===== config.mk =====
export PLATFORM = sky130hd
export DESIGN_NAME = qos_retry_buffer
export DESIGN_NICKNAME = d
export VERILOG_FILES = /design/src/rtl/qos_retry_buffer.sv
export SDC_FILE = /design/constraint.sdc
export NUM_CORES = 1
export LEC_CHECK = 0
export ABC_AREA = 1
export CAP_MARGIN = 25
export CORE_MARGIN = 2
export CORE_UTILIZATION = 25
export DETAILED_ROUTE_END_ITERATION = 12
export PLACE_DENSITY = 0.4
export SETUP_SLACK_MARGIN = 0.1
export SLEW_MARGIN = 5
export SYNTH_ARGS = -nofsm -noshare
export SYNTH_HDL_FRONTEND = slang
export SYNTH_SLANG_ARGS = --single-unit

===== constraint.sdc =====
create_clock -name clk -period 25.3 [get_ports clk]
set_clock_uncertainty 0.15 [all_clocks]
set_input_delay 6.325 -clock clk [delete_from_list [all_inputs] [get_ports clk]]
set_output_delay 6.325 -clock clk [all_outputs]
set_load 0.02 [all_outputs]

===== src/rtl/qos_retry_buffer.sv =====
// qos_retry_buffer
//   Retry buffer that keeps every issued transaction in a shared pool of
//   tagged entries until the destination acknowledges it.  A nack or a
//   timeout sends the entry back for re-issue.  Pending entries are issued
//   highest QoS class first.  An entry that runs out of retries is dropped
//   and reported.
//
// Ports
//   clk, rst        clock, synchronous active-high reset
//   wr_*            new transaction in (valid/ready); wr_tag = allocated entry
//   tx_*            entry presented to egress (valid/ready), with its stored
//                   qos/des_id/payload, its tag and a re-issue flag
//   ack_*           destination response: tag, and nack (1) or ack (0)
//   drop_valid/tag  one-cycle report of an entry that exhausted its retries
//   err_ack         one-cycle pulse: response to a tag that is not in flight
//   free_cnt        number of IDLE entries (registered)
module qos_retry_buffer #(
  parameter int ENTRY_NUM     = 8,
  parameter int QOS_CLASS_NUM = 4,
  parameter int SRC_NODE_W    = 2,
  parameter int PAYLD_BW      = 8,
  parameter int TIME_OUT_CYC  = 16,
  parameter int MAX_RETRY     = 3
) (
  input  logic                             clk,
  input  logic                             rst,
  input  logic                             wr_valid,
  output logic                             wr_ready,
  input  logic [$clog2(QOS_CLASS_NUM)-1:0] wr_qos,
  input  logic [SRC_NODE_W-1:0]            wr_src_id,
  input  logic [PAYLD_BW-1:0]              wr_payload,
  output logic [$clog2(ENTRY_NUM)-1:0]     wr_tag,
  output logic                             tx_valid,
  input  logic                             tx_ready,
  output logic [$clog2(QOS_CLASS_NUM)-1:0] tx_qos,
  output logic [SRC_NODE_W-1:0]            tx_des_id,
  output logic [PAYLD_BW-1:0]              tx_payload,
  output logic [$clog2(ENTRY_NUM)-1:0]     tx_tag,
  output logic                             tx_retry,
  input  logic                             ack_valid,
  input  logic [$clog2(ENTRY_NUM)-1:0]     ack_tag,
  input  logic                             ack_nack,
  output logic                             drop_valid,
  output logic [$clog2(ENTRY_NUM)-1:0]     drop_tag,
  output logic                             err_ack,
  output logic [$clog2(ENTRY_NUM):0]       free_cnt
);

  localparam int TAG_W = $clog2(ENTRY_NUM);
  localparam int QOS_W = $clog2(QOS_CLASS_NUM);
  localparam int CNT_W = TAG_W + 1;
  localparam int TMR_W = $clog2(TIME_OUT_CYC);
  localparam int RTY_W = $clog2(MAX_RETRY + 1);

  localparam logic [TMR_W-1:0] TMR_LAST = TMR_W'(TIME_OUT_CYC - 1);
  localparam logic [RTY_W-1:0] RTY_MAX  = RTY_W'(MAX_RETRY);

  typedef enum logic [1:0] {
    E_IDLE,
    E_PENDING,
    E_INFLIGHT,
    E_DROP
  } entry_state_e;

  // Per-entry state and bookkeeping
  entry_state_e          st_q  [ENTRY_NUM];
  entry_state_e          st_d  [ENTRY_NUM];
  logic [RTY_W-1:0]      rty_q [ENTRY_NUM];
  logic [RTY_W-1:0]      rty_d [ENTRY_NUM];
  logic [TMR_W-1:0]      tmr_q [ENTRY_NUM];
  logic [TMR_W-1:0]      tmr_d [ENTRY_NUM];

  // Per-entry stored transaction
  logic [QOS_W-1:0]      qos_q [ENTRY_NUM];
  logic [SRC_NODE_W-1:0] des_q [ENTRY_NUM];
  logic [PAYLD_BW-1:0]   pay_q [ENTRY_NUM];

  logic [CNT_W-1:0]      free_cnt_q, free_cnt_d;
  logic                  drop_valid_q, drop_valid_d;
  logic [TAG_W-1:0]      drop_tag_q, drop_tag_d;
  logic                  err_ack_q, err_ack_d;

  // Combinational selections
  logic                  alloc_hit;
  logic [TAG_W-1:0]      alloc_tag;
  logic                  sel_vld;
  logic [TAG_W-1:0]      sel_tag;
  logic [QOS_W-1:0]      sel_qos;
  logic                  drop_any;
  logic [TAG_W-1:0]      drop_sel;

  logic                  wr_fire;
  logic                  tx_fire;
  logic                  ack_hit;
  logic                  rel_ack;

  // Lowest-index IDLE entry
  always_comb begin
    alloc_hit = 1'b0;
    alloc_tag = '0;
    for (int unsigned i = 0; i < ENTRY_NUM; i++) begin
      if (!alloc_hit && st_q[i] == E_IDLE) begin
        alloc_hit = 1'b1;
        alloc_tag = TAG_W'(i);
      end
    end
  end

  // Highest-qos PENDING entry; strict '>' keeps the lowest index on ties
  always_comb begin
    sel_vld = 1'b0;
    sel_tag = '0;
    sel_qos = '0;
    for (int unsigned i = 0; i < ENTRY_NUM; i++) begin
      if (st_q[i] == E_PENDING && (!sel_vld || qos_q[i] > sel_qos)) begin
        sel_vld = 1'b1;
        sel_tag = TAG_W'(i);
        sel_qos = qos_q[i];
      end
    end
  end

  // Lowest-index DROP entry, reported one per cycle
  always_comb begin
    drop_any = 1'b0;
    drop_sel = '0;
    for (int unsigned i = 0; i < ENTRY_NUM; i++) begin
      if (!drop_any && st_q[i] == E_DROP) begin
        drop_any = 1'b1;
        drop_sel = TAG_W'(i);
      end
    end
  end

  assign wr_fire = wr_valid && wr_ready;
  assign tx_fire = sel_vld && tx_ready;
  assign ack_hit = ack_valid && (st_q[ack_tag] == E_INFLIGHT);

  // Next-state for all entries.  The four event sources (write, issue,
  // ack/timeout, drop report) each act only on entries in a distinct state,
  // so their updates never collide on the same entry.
  always_comb begin
    st_d    = st_q;
    rty_d   = rty_q;
    tmr_d   = tmr_q;
    rel_ack = 1'b0;

    for (int unsigned i = 0; i < ENTRY_NUM; i++) begin
      if (st_q[i] == E_INFLIGHT) begin
        tmr_d[i] = tmr_q[i] + TMR_W'(1);
        if (ack_hit && ack_tag == TAG_W'(i) && !ack_nack) begin
          // ack beats a coincident timeout
          st_d[i] = E_IDLE;
          rel_ack = 1'b1;
        end else if ((ack_hit && ack_tag == TAG_W'(i)) || tmr_q[i] == TMR_LAST) begin
          // nack and timeout together are a single retry event
          if (rty_q[i] < RTY_MAX) begin
            rty_d[i] = rty_q[i] + RTY_W'(1);
            st_d[i]  = E_PENDING;
          end else begin
            st_d[i] = E_DROP;
          end
        end
      end
    end

    if (wr_fire) begin
      st_d[alloc_tag]  = E_PENDING;
      rty_d[alloc_tag] = '0;
    end

    if (tx_fire) begin
      st_d[sel_tag]  = E_INFLIGHT;
      tmr_d[sel_tag] = '0;
    end

    if (drop_any) begin
      st_d[drop_sel] = E_IDLE;
    end

    free_cnt_d   = free_cnt_q + CNT_W'(rel_ack) + CNT_W'(drop_any) - CNT_W'(wr_fire);
    drop_valid_d = drop_any;
    drop_tag_d   = drop_sel;
    err_ack_d    = ack_valid && !ack_hit;
  end

  always_ff @(posedge clk) begin
    if (rst) begin
      for (int unsigned i = 0; i < ENTRY_NUM; i++) begin
        st_q[i]  <= E_IDLE;
        rty_q[i] <= '0;
        tmr_q[i] <= '0;
      end
      free_cnt_q   <= CNT_W'(ENTRY_NUM);
      drop_valid_q <= 1'b0;
      drop_tag_q   <= '0;
      err_ack_q    <= 1'b0;
    end else begin
      st_q         <= st_d;
      rty_q        <= rty_d;
      tmr_q        <= tmr_d;
      free_cnt_q   <= free_cnt_d;
      drop_valid_q <= drop_valid_d;
      drop_tag_q   <= drop_tag_d;
      err_ack_q    <= err_ack_d;
    end
  end

  // Transaction storage, written only on an accepted write
  always_ff @(posedge clk) begin
    if (rst) begin
      for (int unsigned i = 0; i < ENTRY_NUM; i++) begin
        qos_q[i] <= '0;
        des_q[i] <= '0;
        pay_q[i] <= '0;
      end
    end else if (wr_fire) begin
      qos_q[alloc_tag] <= wr_qos;
      des_q[alloc_tag] <= wr_src_id;
      pay_q[alloc_tag] <= wr_payload;
    end
  end

  assign wr_ready   = (free_cnt_q != '0);
  assign wr_tag     = alloc_tag;

  assign tx_valid   = sel_vld;
  assign tx_tag     = sel_tag;
  assign tx_qos     = qos_q[sel_tag];
  assign tx_des_id  = des_q[sel_tag];
  assign tx_payload = pay_q[sel_tag];
  assign tx_retry   = (rty_q[sel_tag] != '0);

  assign drop_valid = drop_valid_q;
  assign drop_tag   = drop_tag_q;
  assign err_ack    = err_ack_q;
  assign free_cnt   = free_cnt_q;

endmodule


Word-level counts from Yosys, hierarchy flattened
Memories as Yosys holds them, arrays and structs flattened.
Cells that the tools add are included.
- add/sub/neg operators: 19
- magnitude comparators: 22
- eq/ne operators: 40
- mux-type cells: 172
- bitwise gates (word level): 16
- reductions and logical operators: 96
- operators by type and width (operator ; number):
    2-bit 2-to-1 mux ; 81
    16-bit 2-to-1 mux ; 4
    3-bit 2-to-1 mux ; 20
    1-bit 2-to-1 mux ; 50
    1-bit logical AND ; 44
    4-bit 2-to-1 mux ; 9
    2-bit == test, second input constant ; 17
    4-bit by 1-bit adder with 4-bit output, second input constant ; 8
    16-bit bitwise AND ; 2
    32-bit bitwise AND ; 1
    4-bit == test, second input constant ; 8
    32-bit 2-to-1 mux ; 1
    16-bit inverter ; 2
    32-bit inverter ; 1
    1-bit logical NOT ; 23
    2-bit demux with 3-bit select ; 3
    2-bit by 1-bit adder with 2-bit output, second input constant ; 8
    8-bit bitwise AND ; 2
    2-bit by 1-bit == test with 1-bit output, second input constant ; 8
    4-bit greater-or-equal comparator, second input constant ; 4
    2-bit logical NOT ; 8
    2-bit < comparator, second input constant ; 8
    3-bit inverter with 4-bit output ; 4
    8-bit inverter ; 2
    other kinds (17) ; 47
- bits in registers: 73
- bits in writable memories: 96
- input bits: 21
- output and inout bits: 30
- word-level logic and storage cells: 396
- memories: 3
- memories (memory ; words ; width ; rd ports ; clocked after Yosys merged registers in ; wr ports ; RTL line ; text):
    pay_q ; 8 ; 8 ; 1 ; 0 ; 8 ; 76 ; logic [PAYLD_BW-1:0] pay_q [ENTRY_NUM];
    des_q ; 8 ; 2 ; 1 ; 0 ; 8 ; 75 ; logic [SRC_NODE_W-1:0] des_q [ENTRY_NUM];
    qos_q ; 8 ; 2 ; 9 ; 0 ; 8 ; 74 ; logic [QOS_W-1:0] qos_q [ENTRY_NUM];

Longest topological paths before layout
Gate-level depths: netlist of run 1.
- depth after elaboration: 40
- gate-level depth with buffers: 71
- mapped depth without buffers: 70

Least setup slack after synthesis of run 1
Ideal clock, no wire load.
- kind: reg-to-output
- start: register st_q[14] (netlist bit)
- end: output tx_payload[3]
- data arrival time: 7.621 ns
- required time: 18.825 ns
- setup slack: 11.204 ns
- stages on the path, launching flop included: 67
- path buffers: 1
- path through: dfxtp_1 > nand2_4 > inv_1 > nand2_1 > ha_1 > nand2_1 > nand2_1 > nand2_1 > a21oi_4 > nand2_1 > o21a_1 > ha_1 > nand2_1 > nand2_1 > nand2_1 > nand2_1 > nand2_1 > inv_1 > (+31 left out) > o21ai_0 > nand2_1 > nand3_4 > or2_2 > nand2_1 > ha_1 > inv_1 > nor2_1 > o21ai_0 > nand2_1 > nand2_1 > nand2_4 > nor3_4 > buf_2 > nand2_1 > nor2_1 > nor2_1 > nand2_1
- word-level cells in the longest chain between the ends: 31
- elaborated cells between the ends (all ways): 51
- classes of those cells: 7 x order compare; 1 x eq/ne; 21 x mux; 21 x reduce/logical; 1 x memory
- RTL lines (element ; RTL line ; text):
    start: declaration ; 66 ; entry_state_e st_q [ENTRY_NUM];
    start signal: assignment ; 199 ; st_q <= st_d;
    2-bit by 1-bit == test with 1-bit output (*) ; 115 ; if (st_q[i] == E_PENDING && (!sel_vld || qos_q[i] > sel_qos)) begin
    2-bit 2-to-1 mux or 1-bit 2-to-1 mux (tied branches) ; 115 ;
    2-bit greater-than comparator or 1-bit logical NOT (tied branches) ; 115 ;
    1-bit logical OR ; 115 ;
    1-bit logical AND ; 115 ;
    2-bit 2-to-1 mux or 1-bit 2-to-1 mux (tied branches) ; 115 ;
    2-bit greater-than comparator or 1-bit logical NOT (tied branches) ; 115 ;
    1-bit logical OR ; 115 ;
    (+15 left out) ; -- ;
    1-bit logical OR ; 115 ;
    1-bit logical AND ; 115 ;
    2-bit 2-to-1 mux or 1-bit 2-to-1 mux (tied branches) ; 115 ;
    2-bit greater-than comparator or 1-bit logical NOT (tied branches) ; 115 ;
    1-bit logical OR ; 115 ;
    1-bit logical AND ; 115 ;
    3-bit 2-to-1 mux (*) ; 115 ;
    memory read 8 x 8 bit (*) ; -- ;
    end: declaration ; 37 ; output logic [PAYLD_BW-1:0] tx_payload,
Every way passes the cells marked *; elsewhere a longest branch is shown, timed or not.

Worst setup path after layout of run 1
- start: register st_q[14] (netlist bit)
- end: output tx_qos[0]
- word-level cells in the longest chain between the ends: 31
- elaborated cells between the ends (all ways): 51
- classes of those cells: 7 x order compare; 1 x eq/ne; 21 x mux; 21 x reduce/logical; 1 x memory
- RTL lines (element ; RTL line ; text):
    2-bit by 1-bit == test with 1-bit output (*) ; 115 ;
    2-bit 2-to-1 mux or 1-bit 2-to-1 mux (tied branches) ; 115 ;
    2-bit greater-than comparator or 1-bit logical NOT (tied branches) ; 115 ;
    1-bit logical OR ; 115 ;
    1-bit logical AND ; 115 ;
    2-bit 2-to-1 mux or 1-bit 2-to-1 mux (tied branches) ; 115 ;
    2-bit greater-than comparator or 1-bit logical NOT (tied branches) ; 115 ;
    1-bit logical OR ; 115 ;
    (+15 left out) ; -- ;
    1-bit logical OR ; 115 ;
    1-bit logical AND ; 115 ;
    2-bit 2-to-1 mux or 1-bit 2-to-1 mux (tied branches) ; 115 ;
    2-bit greater-than comparator or 1-bit logical NOT (tied branches) ; 115 ;
    1-bit logical OR ; 115 ;
    1-bit logical AND ; 115 ;
    3-bit 2-to-1 mux (*) ; 115 ;
    memory read 8 x 2 bit (*) ; -- ;
    end: declaration ; 35 ; output logic [$clog2(QOS_CLASS_NUM)-1:0] tx_qos,
Marks and branches as above.

==> run summary, run 1 <==
Outcome -> completed
Vias in the first global route -> 7954
Syn Nets -> 1357
Post-Synthesis Cells -> 1308
Inserted Diodes -> 0
Hold Startpoint -> rty_q[5]
Main combinational cell family by area after synthesis -> simple AND/OR/NAND/NOR gates
Synthesis warning total -> 0
Crit. End Element -> primary output
Dominant cell type by area after synthesis -> edfxtp_1
Mapped cell area -> 9640 um^2
H-tree level count -> 4
Count of cell types in the netlist -> 47
Endpoints failing hold -> 0
DRC viols -> 0
Most frequent cell on the critical path -> nand2_1
Fin nets -> 1393
Worst-Margin Slew -> 929 ps
# setup viols final -> 0
Die area -> 40200 um^2
CTS Sinks -> 169
Most common cell in the netlist -> nand2_1
Compound-gate portion of the synthesized area -> 0.0620
Worst reg2reg path depth -> 65
Synth Area in Adders -> 0.0379
P_leak -> 5.28 nW
Num CTS Buffers -> 17
Reg clk slew, reported paths -> 70 ps
Clk Latency, worst-skew pair -> 450 ps
Reg-to-Reg End -> tmr_q[17]
Die Height -> 200 um
EDFF count, synth -> 96
Synth top area cells -> edfxtp_1 30%, dfxtp_1 15%, nand2_1 11%
Total negative slack -> 0 ps
Post-CTS Setup Inserts -> 0
GPL Wtd Cong -> 0.821
Fill count -> 4167
Total GRT Usage -> 0.154
Min Tclk post-route -> 16910 ps
Ys flop type -> edfxtp_1
CTS tree -> done
Final wirelength -> 30000 um
Required time worst endpoint -> 18830 ps
DP HPWL -> 21200 um
Simple-gate portion of the synthesized area -> 0.332
Register area -> 4340 um^2
Vias post-DR -> 8230
Syn Area/Cell -> 7.37 um^2
Mux contribution to synthesized area -> 0.00208
Hold Buf Count CTS -> 0
Final Max Slew Viols -> 0
Max VDD drop -> 0.0000532 V
Slew margin rel. -> 0.379
Pre-antenna DRT Iters -> 5
F_max -> 59.1 MHz
Core area -> 37800 um^2
Largest stage delay, worst path -> 690 ps
Post-synthesis sequential area ratio -> 0.451
Post-synth top area share -> 0.299
Area growth from synthesis to layout -> 16.2%
Finished Cell Area -> 11200 um^2
Worst hold slack -> 343 ps
Die Wd -> 200 um
Hold depth -> 2
Site Rows -> 71
Buffers on Ports -> 50
Async SR Flop Fraction -> 0
Hold worst-path end -> rty_q[5]
Class of the worst hold path -> reg2reg
Final period utilization -> 0.668
WS Path Type -> reg2out
Antenna Nets Post-Route -> 0
Number of vias per cell -> 4.41
Crit path max fanout -> 59
Clock tree buffer depth -> 2
Max-cap viol count -> 0
Post-Synth XOR/XNOR Area -> 0.00273
Post-CTS Resized -> 0
Yosys reg bits -> 169
Synth cell count leaders -> 278 x nand2_1, 242 x nor2_1, 226 x inv_1
I/O pin total -> 51
Power per cell area -> 75.2 nW/um^2
GRT overflow -> 0
Initial antenna violation count -> 0
Layout cells sized above 1 -> 0.0582
Reg2reg setup slack -> 15530 ps
Initial core utilization -> 0.255
Area after DPL -> 10600 um^2
Startpoint Class -> register
First-pass GRT wire length -> 46900 um
WP data arrival -> 10440 ps
Starting DRT DRC Count -> 449
Post-DR wirelength/cell -> 16.0 um
Largest net degree at the start of global routing -> 60
RSZ-0062 raised after global routing -> false
Multi-input logic area -> 4220 um^2
Root buf cell -> clkbuf_16
Slowest CP cell -> nor3_4
Worst flop-to-flop path startpoint -> st_q[14]
## flip-flops by register name, summed over array words and instances, names as in the netlist
signal	flops
des_q	16
qos_q	16
drop_valid	1
tmr_q	32
drop_tag	3
pay_q	64
st_q	16
err_ack	1
free_cnt	4
rty_q	16
## placed cells by master, fill, tap and decap left out, types with 16 or more instances in the layout
master           synthesis  layout
o21ai_0                 35      35
edfxtp_1                96      96
dfxtp_1                 73      73
clkdlybuf4s50_1          0      50
nand4_1                 16      16
nor2_1                 242     242
a21oi_1                 27      27
inv_1                  226     226
nand2_1                278     277
clkbuf_16                0      17
nand3_1                123     123
nor3_1                  25      25
ha_1                    26      26
## power breakdown
part	internal (mW)	switching [mW]
Sequential	0.310	0.00973
Clock	0.137	0.126
Combinational	0.0939	0.166
Total	0.541	0.302
## stage by stage
step           power, mW  setup slack (ps)  std cells  utilization
2_1_floorplan      0.497             11200       1308            -
3_3_place_gp       0.589              9090       1835        0.281
3_5_place_dp       0.590              8910       1836        0.281
4_1_cts            0.854              8370       1868        0.296
5_1_grt            0.896              7180       1868        0.296
6_report           0.843              8390       1868        0.296
## worst max-delay path: cells and delay by family, from the launching register on
kind            cells  cell delay, ps
simple gates       38            4720
fa+ha+maj           7            1920
buf+inv            12            1830
compound gates      8            1020
flops               1             430
## cell type report
class / count / area share
inverters: 238 / 0.0797
flip-flops and latches: 169 / 0.388
clock inverters: 12 / 0.00927
well taps: 511 / 0.0571
repair buffers: 54 / 0.0485
multi-input cells: 864 / 0.376
clock buffers: 20 / 0.0416
## per-layer routing
metal | share of wire | vias to the layer above | global-route usage
met5 | 0 | - | 0
met4 | 0.018 | 0 | 0.0474
met3 | 0.028 | 27 | 0.0229
met2 | 0.47 | 138 | 0.253
met1 | 0.49 | 3857 | 0.207
li1 | - | 4208 | -
## worst max path at each step
stage,from,endpoint,slack (ps),cells past startpoint
2_1_floorplan,st_q[14],tx_payload[3],11200,66
3_3_place_gp,st_q[14],tx_retry,9090,67
3_5_place_dp,st_q[14],tx_qos[1],8910,67
4_1_cts,st_q[14],tx_retry,8370,67
5_1_grt,st_q[14],tx_payload[2],7180,68
6_report,st_q[14],tx_qos[0],8390,65
## kinds of logic after synthesis
logic type / after synthesis
AND/OR/NAND/NOR: 735
buffers and inverters: 275
flip-flops: 169
AO/OA/AOI/OAI: 96
adder cells (fa/ha/maj): 28
XOR/XNOR: 3
multiplexers: 2
No activity file was read; power rests on OpenSTA's default activity.
==> run 2, diff against run 1 <==
Clock period 25.3 ns to 16.9 ns, I/O delays scaled along.
==> run 2 against run 1 <==
Routed wire length decreased by 0.50%. First-iteration DRC count down 9.8%. Register-to-register slack lost 8300 ps. Final cell count stayed put. Flip-flop and latch count unchanged. Count of clock-buffer cells in the layout fell by 3. Critical endpoint unchanged. Setup slack got worse by 6200 ps. Largest power group unchanged.
==> run summary, run 2 (synthesis gave the netlist of run 1 again) <==
GRT overflow -> 0 (unchanged)
Antenna Nets Post-Route -> 0 (unchanged)
First-pass GRT wire length -> 47000 um (was 46900 um)
Finished Layout Cells -> 1868 (unchanged)
Inserted Diodes -> 0 (unchanged)
CTS Sinks -> 169 (unchanged)
Starting DRT DRC Count -> 405 (was 449)
Min Tclk post-route -> 14710 ps
Initial core utilization -> 0.255 (unchanged)
Final wirelength -> 29800 um (was 30000 um)
Endpoints failing hold -> 0 (unchanged)
Vias in the first global route -> 8170 (was 7954)
Hold Buf Count CTS -> 0 (unchanged)
Class of the worst hold path -> reg2reg (unchanged)
Fin nets -> 1393 (unchanged)
DRC viols -> 0 (unchanged)
Pre-antenna DRT Iters -> 7 (was 5)
Core area -> 37800 um^2 (unchanged)
Outcome -> completed (unchanged)
Most frequent cell on the critical path -> nand2_1 (unchanged)
Reg with most FFs -> pay_q (unchanged)
Reg clk slew, reported paths -> 70 ps (about the same)
Max reg flops -> 64 (unchanged)
Post-DR wirelength/cell -> 16.0 um (about the same)
WS Path Type -> reg2out (unchanged)
Number of vias per cell -> 4.38 (was 4.41)
Slew margin rel. -> 0.370 (was 0.379)
Buffers on Ports -> 50 (unchanged)
Die area -> 40200 um^2 (unchanged)
Worst flop-to-flop path startpoint -> st_q[14] (unchanged)
Die Wd -> 200 um (unchanged)
Worst-Margin Slew -> 942 ps (was 929 ps)
Max-cap viol count -> 0 (unchanged)
Final period utilization -> 0.870
Area growth from synthesis to layout -> 16.3% (was 16.2%)
Placed insts -> 1836 (unchanged)
CTS tree -> done (unchanged)
Required time worst endpoint -> 12530 ps (was 18830 ps)
Worst hold slack -> 322 ps (was 343 ps)
Num CTS Buffers -> 17 (unchanged)
Hold depth -> 2 (unchanged)
Vias post-DR -> 8174 (was 8230)
Biggest regs -> pay_q (64), tmr_q (32) (unchanged)
F_max -> 68.0 MHz
Worst reg2reg path depth -> 66 (was 65)
Most frequent cells in the layout -> 277 x nand2_1, 242 x nor2_1, 226 x inv_1 (unchanged)
DP HPWL -> 21100 um (was 21200 um)
H-tree level count -> 4 (unchanged)
Hold Startpoint -> rty_q[5] (unchanged)
Total negative slack -> 0 ps (unchanged)
Hold worst-path end -> rty_q[5] (unchanged)
Reg-to-Reg End -> tmr_q[31] (was tmr_q[17])
Startpoint Class -> register (unchanged)
Reg2reg setup slack -> 7200 ps (was 15530 ps)
RSZ-0062 raised after global routing -> false (unchanged)
Post-CTS Resized -> 0 (unchanged)
Final Max Slew Viols -> 0 (unchanged)
Clk Latency, worst-skew pair -> 460 ps (was 450 ps)
Clock tree buffer depth -> 2 (unchanged)
Commonest non-fill, non-tap cell in the layout -> nand2_1 (unchanged)
Power per cell area -> 113 nW/um^2 (was 75.2 nW/um^2)
WP data arrival -> 10340 ps (was 10440 ps)
Die Height -> 200 um (unchanged)
Crit. End Element -> primary output (unchanged)
Site Rows -> 71 (unchanged)
P_leak -> 5.27 nW (was 5.28 nW)
Max VDD drop -> 0.0000712 V (was 0.0000532 V)
GPL Wtd Cong -> 0.832 (was 0.821)
I/O pin total -> 51 (unchanged)
Initial antenna violation count -> 0 (unchanged)
Total GRT Usage -> 0.153 (was 0.154)
Largest net degree at the start of global routing -> 44 (was 60)
Largest stage delay, worst path -> 620 ps (was 690 ps)
Slowest CP cell -> clkdlybuf4s50_1 (was nor3_4)
Post-CTS Setup Inserts -> 0 (unchanged)
Crit path max fanout -> 41 (was 59)
Root buf cell -> clkbuf_16 (unchanged)
Layout cells sized above 1 -> 0.0582 (unchanged)
# setup viols final -> 0 (unchanged)
==> run 2: changes by cell type in the layout (fill, tap and decap cells not counted) <==
cell	change
clkbuf_8	-3
inv_8	+3
clkinv_8	+2
inv_6	-2
clkinv_4	-1
clkinvlp_4	+1
==> run 2: area by class of cell <==
type / count / area (um^2)
fillers: 4177 / 26600
flip-flops and latches: 169 / 4340
multi-input cells: 864 / 4220
inverters: 238 / 893
well taps: 511 / 639
repair buffers: 54 / 543
clock buffers: 17 / 425
clock inverters: 15 / 151
==> run 2: routing by layer <==
metal,vias up,track usage,wire length (um)
met4,0,0.0421,398
met3,21,0.0246,878
li1,4214,-,-
met1,3815,0.205,14500
met2,124,0.256,14000
met5,-,0,0
==> run 2: worst max path at each step <==
stage                  start             to  slack [ps]  depth (start not counted)
floorplan           st_q[14]  tx_payload[3]        4900                         66
global placement    st_q[14]  tx_payload[4]        2670                         67
detailed placement  st_q[14]      tx_qos[0]        2670                         66
CTS                 st_q[14]  tx_payload[4]        2150                         68
global route        st_q[14]  tx_payload[1]        1040                         67
finish              st_q[14]      tx_qos[0]        2190                         66
==> run 2: per-stage QoR <==
| stage | total power [mW] | instance area, um^2 | util | setup WS [ps] |
|---|---|---|---|---|
| 3_3_place_gp | 0.880 | 10600 | 0.281 | 2670 |
| 5_1_grt | 1.34 | 11200 | 0.296 | 1040 |
| 4_1_cts | 1.28 | 11200 | 0.296 | 2150 |
| 3_5_place_dp | 0.883 | 10600 | 0.281 | 2670 |
| 6_report | 1.26 | 11200 | 0.296 | 2190 |
| 2_1_floorplan | 0.745 | 9640 | - | 4900 |
==> run 2: report_power, final <==
group	leakage, nW	switching (mW)	internal [mW]
Clock	0.276	0.198	0.197
Sequential	1.58	0.0145	0.465
Combinational	3.41	0.249	0.141
Total	5.27	0.461	0.802
==> run 2: worst max-delay path: cells and delay by family, from the launching register on <==
kind / cells / cell delay, ps
AOI/OAI and AO/OA: 8 / 1090
adders and majority gates: 7 / 1930
buffers and inverters: 13 / 2110
DFF: 1 / 430
and+or+nand+nor: 38 / 4290
==> patch: new RTL, config.mk and constraints of run 2 <==
Change the parameter `SRC_NODE_W` from 2 to 4.
--- a/src/rtl/qos_retry_buffer.sv
+++ b/src/rtl/qos_retry_buffer.sv
@@ -19,3 +19,3 @@
   parameter int QOS_CLASS_NUM = 4,
-  parameter int SRC_NODE_W    = 2,
+  parameter int SRC_NODE_W    = 4,
   parameter int PAYLD_BW      = 8,
Ports: changed (resized tx_des_id and wr_src_id); port bits go from 51 to 55. The function was not compared with the original's and may differ.
==> patch against run 2 <==
- via count rose by 8.2%
- global-route usage grew 0.24 points
- non-clock buffer count rose by 4
- sequential power rose by 9.8%
- largest cell class unchanged
- routed wire length grew 9.9%
- register-to-register slack lost 0.09 ns
- first-iteration DRC count is 35% higher
- area after synthesis increased by 9.0%
- sequential cell count up 16
- final area is 8.8% higher
- total power increased by 7.0%
- worst setup slack better by 0.042 ns
- count of clock-buffer cells in the layout rose by 1
==> patch: results <==
[run_status]
status = "completed"

[cts]
path_clk_slew_ns = 0.07
clockBufferDepth = 2
insertion_delay_ns = 0.49
root_buffer = "clkbuf_16"
cts_setup_buffers = 0
cts_max_level = 4

[finish]
top_regs = "pay_q: 64 flops, des_q: 32 flops, tmr_q: 32 flops"
final_cells = 2005
nets = 1504
drive_gt1_frac = 0.0546

[timing]
whs_ns = 0.345
hold_viol_final = 0
worst_pin_slew_ns = 1.00

[yosys]
synth_compound_area_frac = 0.0684
synth-warning-count = 0
yosys.area_share.adder = 0.0348
syn_avg_cell_area_um2 = 7.43
synth-seq-area-share = 0.459
yosys-top-cells-count = "286 x nand2_1, 260 x nor2_1, 253 x inv_1"
synth_xor_area_frac = 0.00500
ys_top_cells_by_area = "edfxtp_1 32%, dfxtp_1 14%, nand2_1 10%"
synth_edf_count = 112
synth-async-reset-ratio = 0
muxShareOfSynthArea = 0

[critical_path]
slowest_stage = "clkdlybuf4s50_1"
r2r_slack_ns = 7.11
worstPathMaxFanout = 62
reg2regPathDepth = 63
timing.rr.start = "st_q[14]$_SDFF_PP0_"
timing.rr.end = "tmr_q[29]$_SDFF_PP0_"

[global_route]
grt_pass1_wl_um = 50500
grt_max_degree = 63
track_usage = 0.156
grt_pass1_vias = 8680
antenna_found_initial = 0

[placement]
io_buffers = 54
pre_cts_slack_ns = 2.71
routabilityCongestion = 0.827
place_hpwl_um = 22200

[route]
drt-initial-drc-count = 545
wl_um = 32800
vias = 8847
drt_first_pass_iters = 5

[power]
p_leak_nw = 5.74
ir_drop_uv = 78.4
internal-power_mw = 0.887

[worst_hold_path]
hold_end = "tmr_q[1]$_SDFF_PP0_"
hold_path.class = "reg2reg"
min_path_cells = 2
worstHoldStart = "tmr_q[1]$_SDFF_PP0_"
patch: changes by cell type after synthesis, sizes merged, moves of 13 or more:
cell	delta
nand2	+14
o21ai	+15
inv	+32
edfxtp	+16
nand3	+17
nor2	+13
patch: area by class of cell:
| cell class | instances | area [um2] |
|---|---|---|
| fillers | 4583 | 29600 |
| flip-flops and latches | 185 | 4820 |
| multi-input cells | 926 | 4480 |
| inverters | 265 | 997 |
| well taps | 539 | 674 |
| repair buffers | 58 | 598 |
| clock buffers | 18 | 429 |
| clock inverters | 14 | 201 |
patch: critical path: cells and delay by family (launching register included):
kind	cells	cell delay [ns]
buf+inv	10	1.22
fa+ha+maj	7	1.94
simple gates	38	4.94
compound gates	10	1.25
flops	1	0.47
patch: worst max-delay path by stage:
stage	startpoint	slack [ns]	to	cells after the start
after floorplan	st_q[14]$_SDFF_PP0_	5.07	tx_qos[0]	64
after global placement	st_q[14]$_SDFF_PP0_	2.91	tx_qos[0]	64
after detailed placement	st_q[14]$_SDFF_PP0_	2.71	tx_qos[0]	65
after CTS	st_q[14]$_SDFF_PP0_	2.13	tx_qos[0]	65
after global routing	st_q[14]$_SDFF_PP0_	1.15	tx_qos[0]	64
final	st_q[14]$_SDFF_PP0_	2.23	tx_qos[0]	65
patch: power groups by stage:
stage	registers (mW)	clock network (mW)	logic [mW]
2_1_floorplan	0.537	0	0.244
3_3_place_gp	0.536	0	0.380
3_5_place_dp	0.536	0	0.382
4_1_cts	0.526	0.461	0.384
5_1_grt	0.530	0.477	0.426
6_report	0.526	0.448	0.377
patch: metal layers:
metal	GRT usage	wire, um
met4	0.0448	464
met5	0	0
met1	0.204	15600
met3	0.0427	1510
met2	0.251	15100
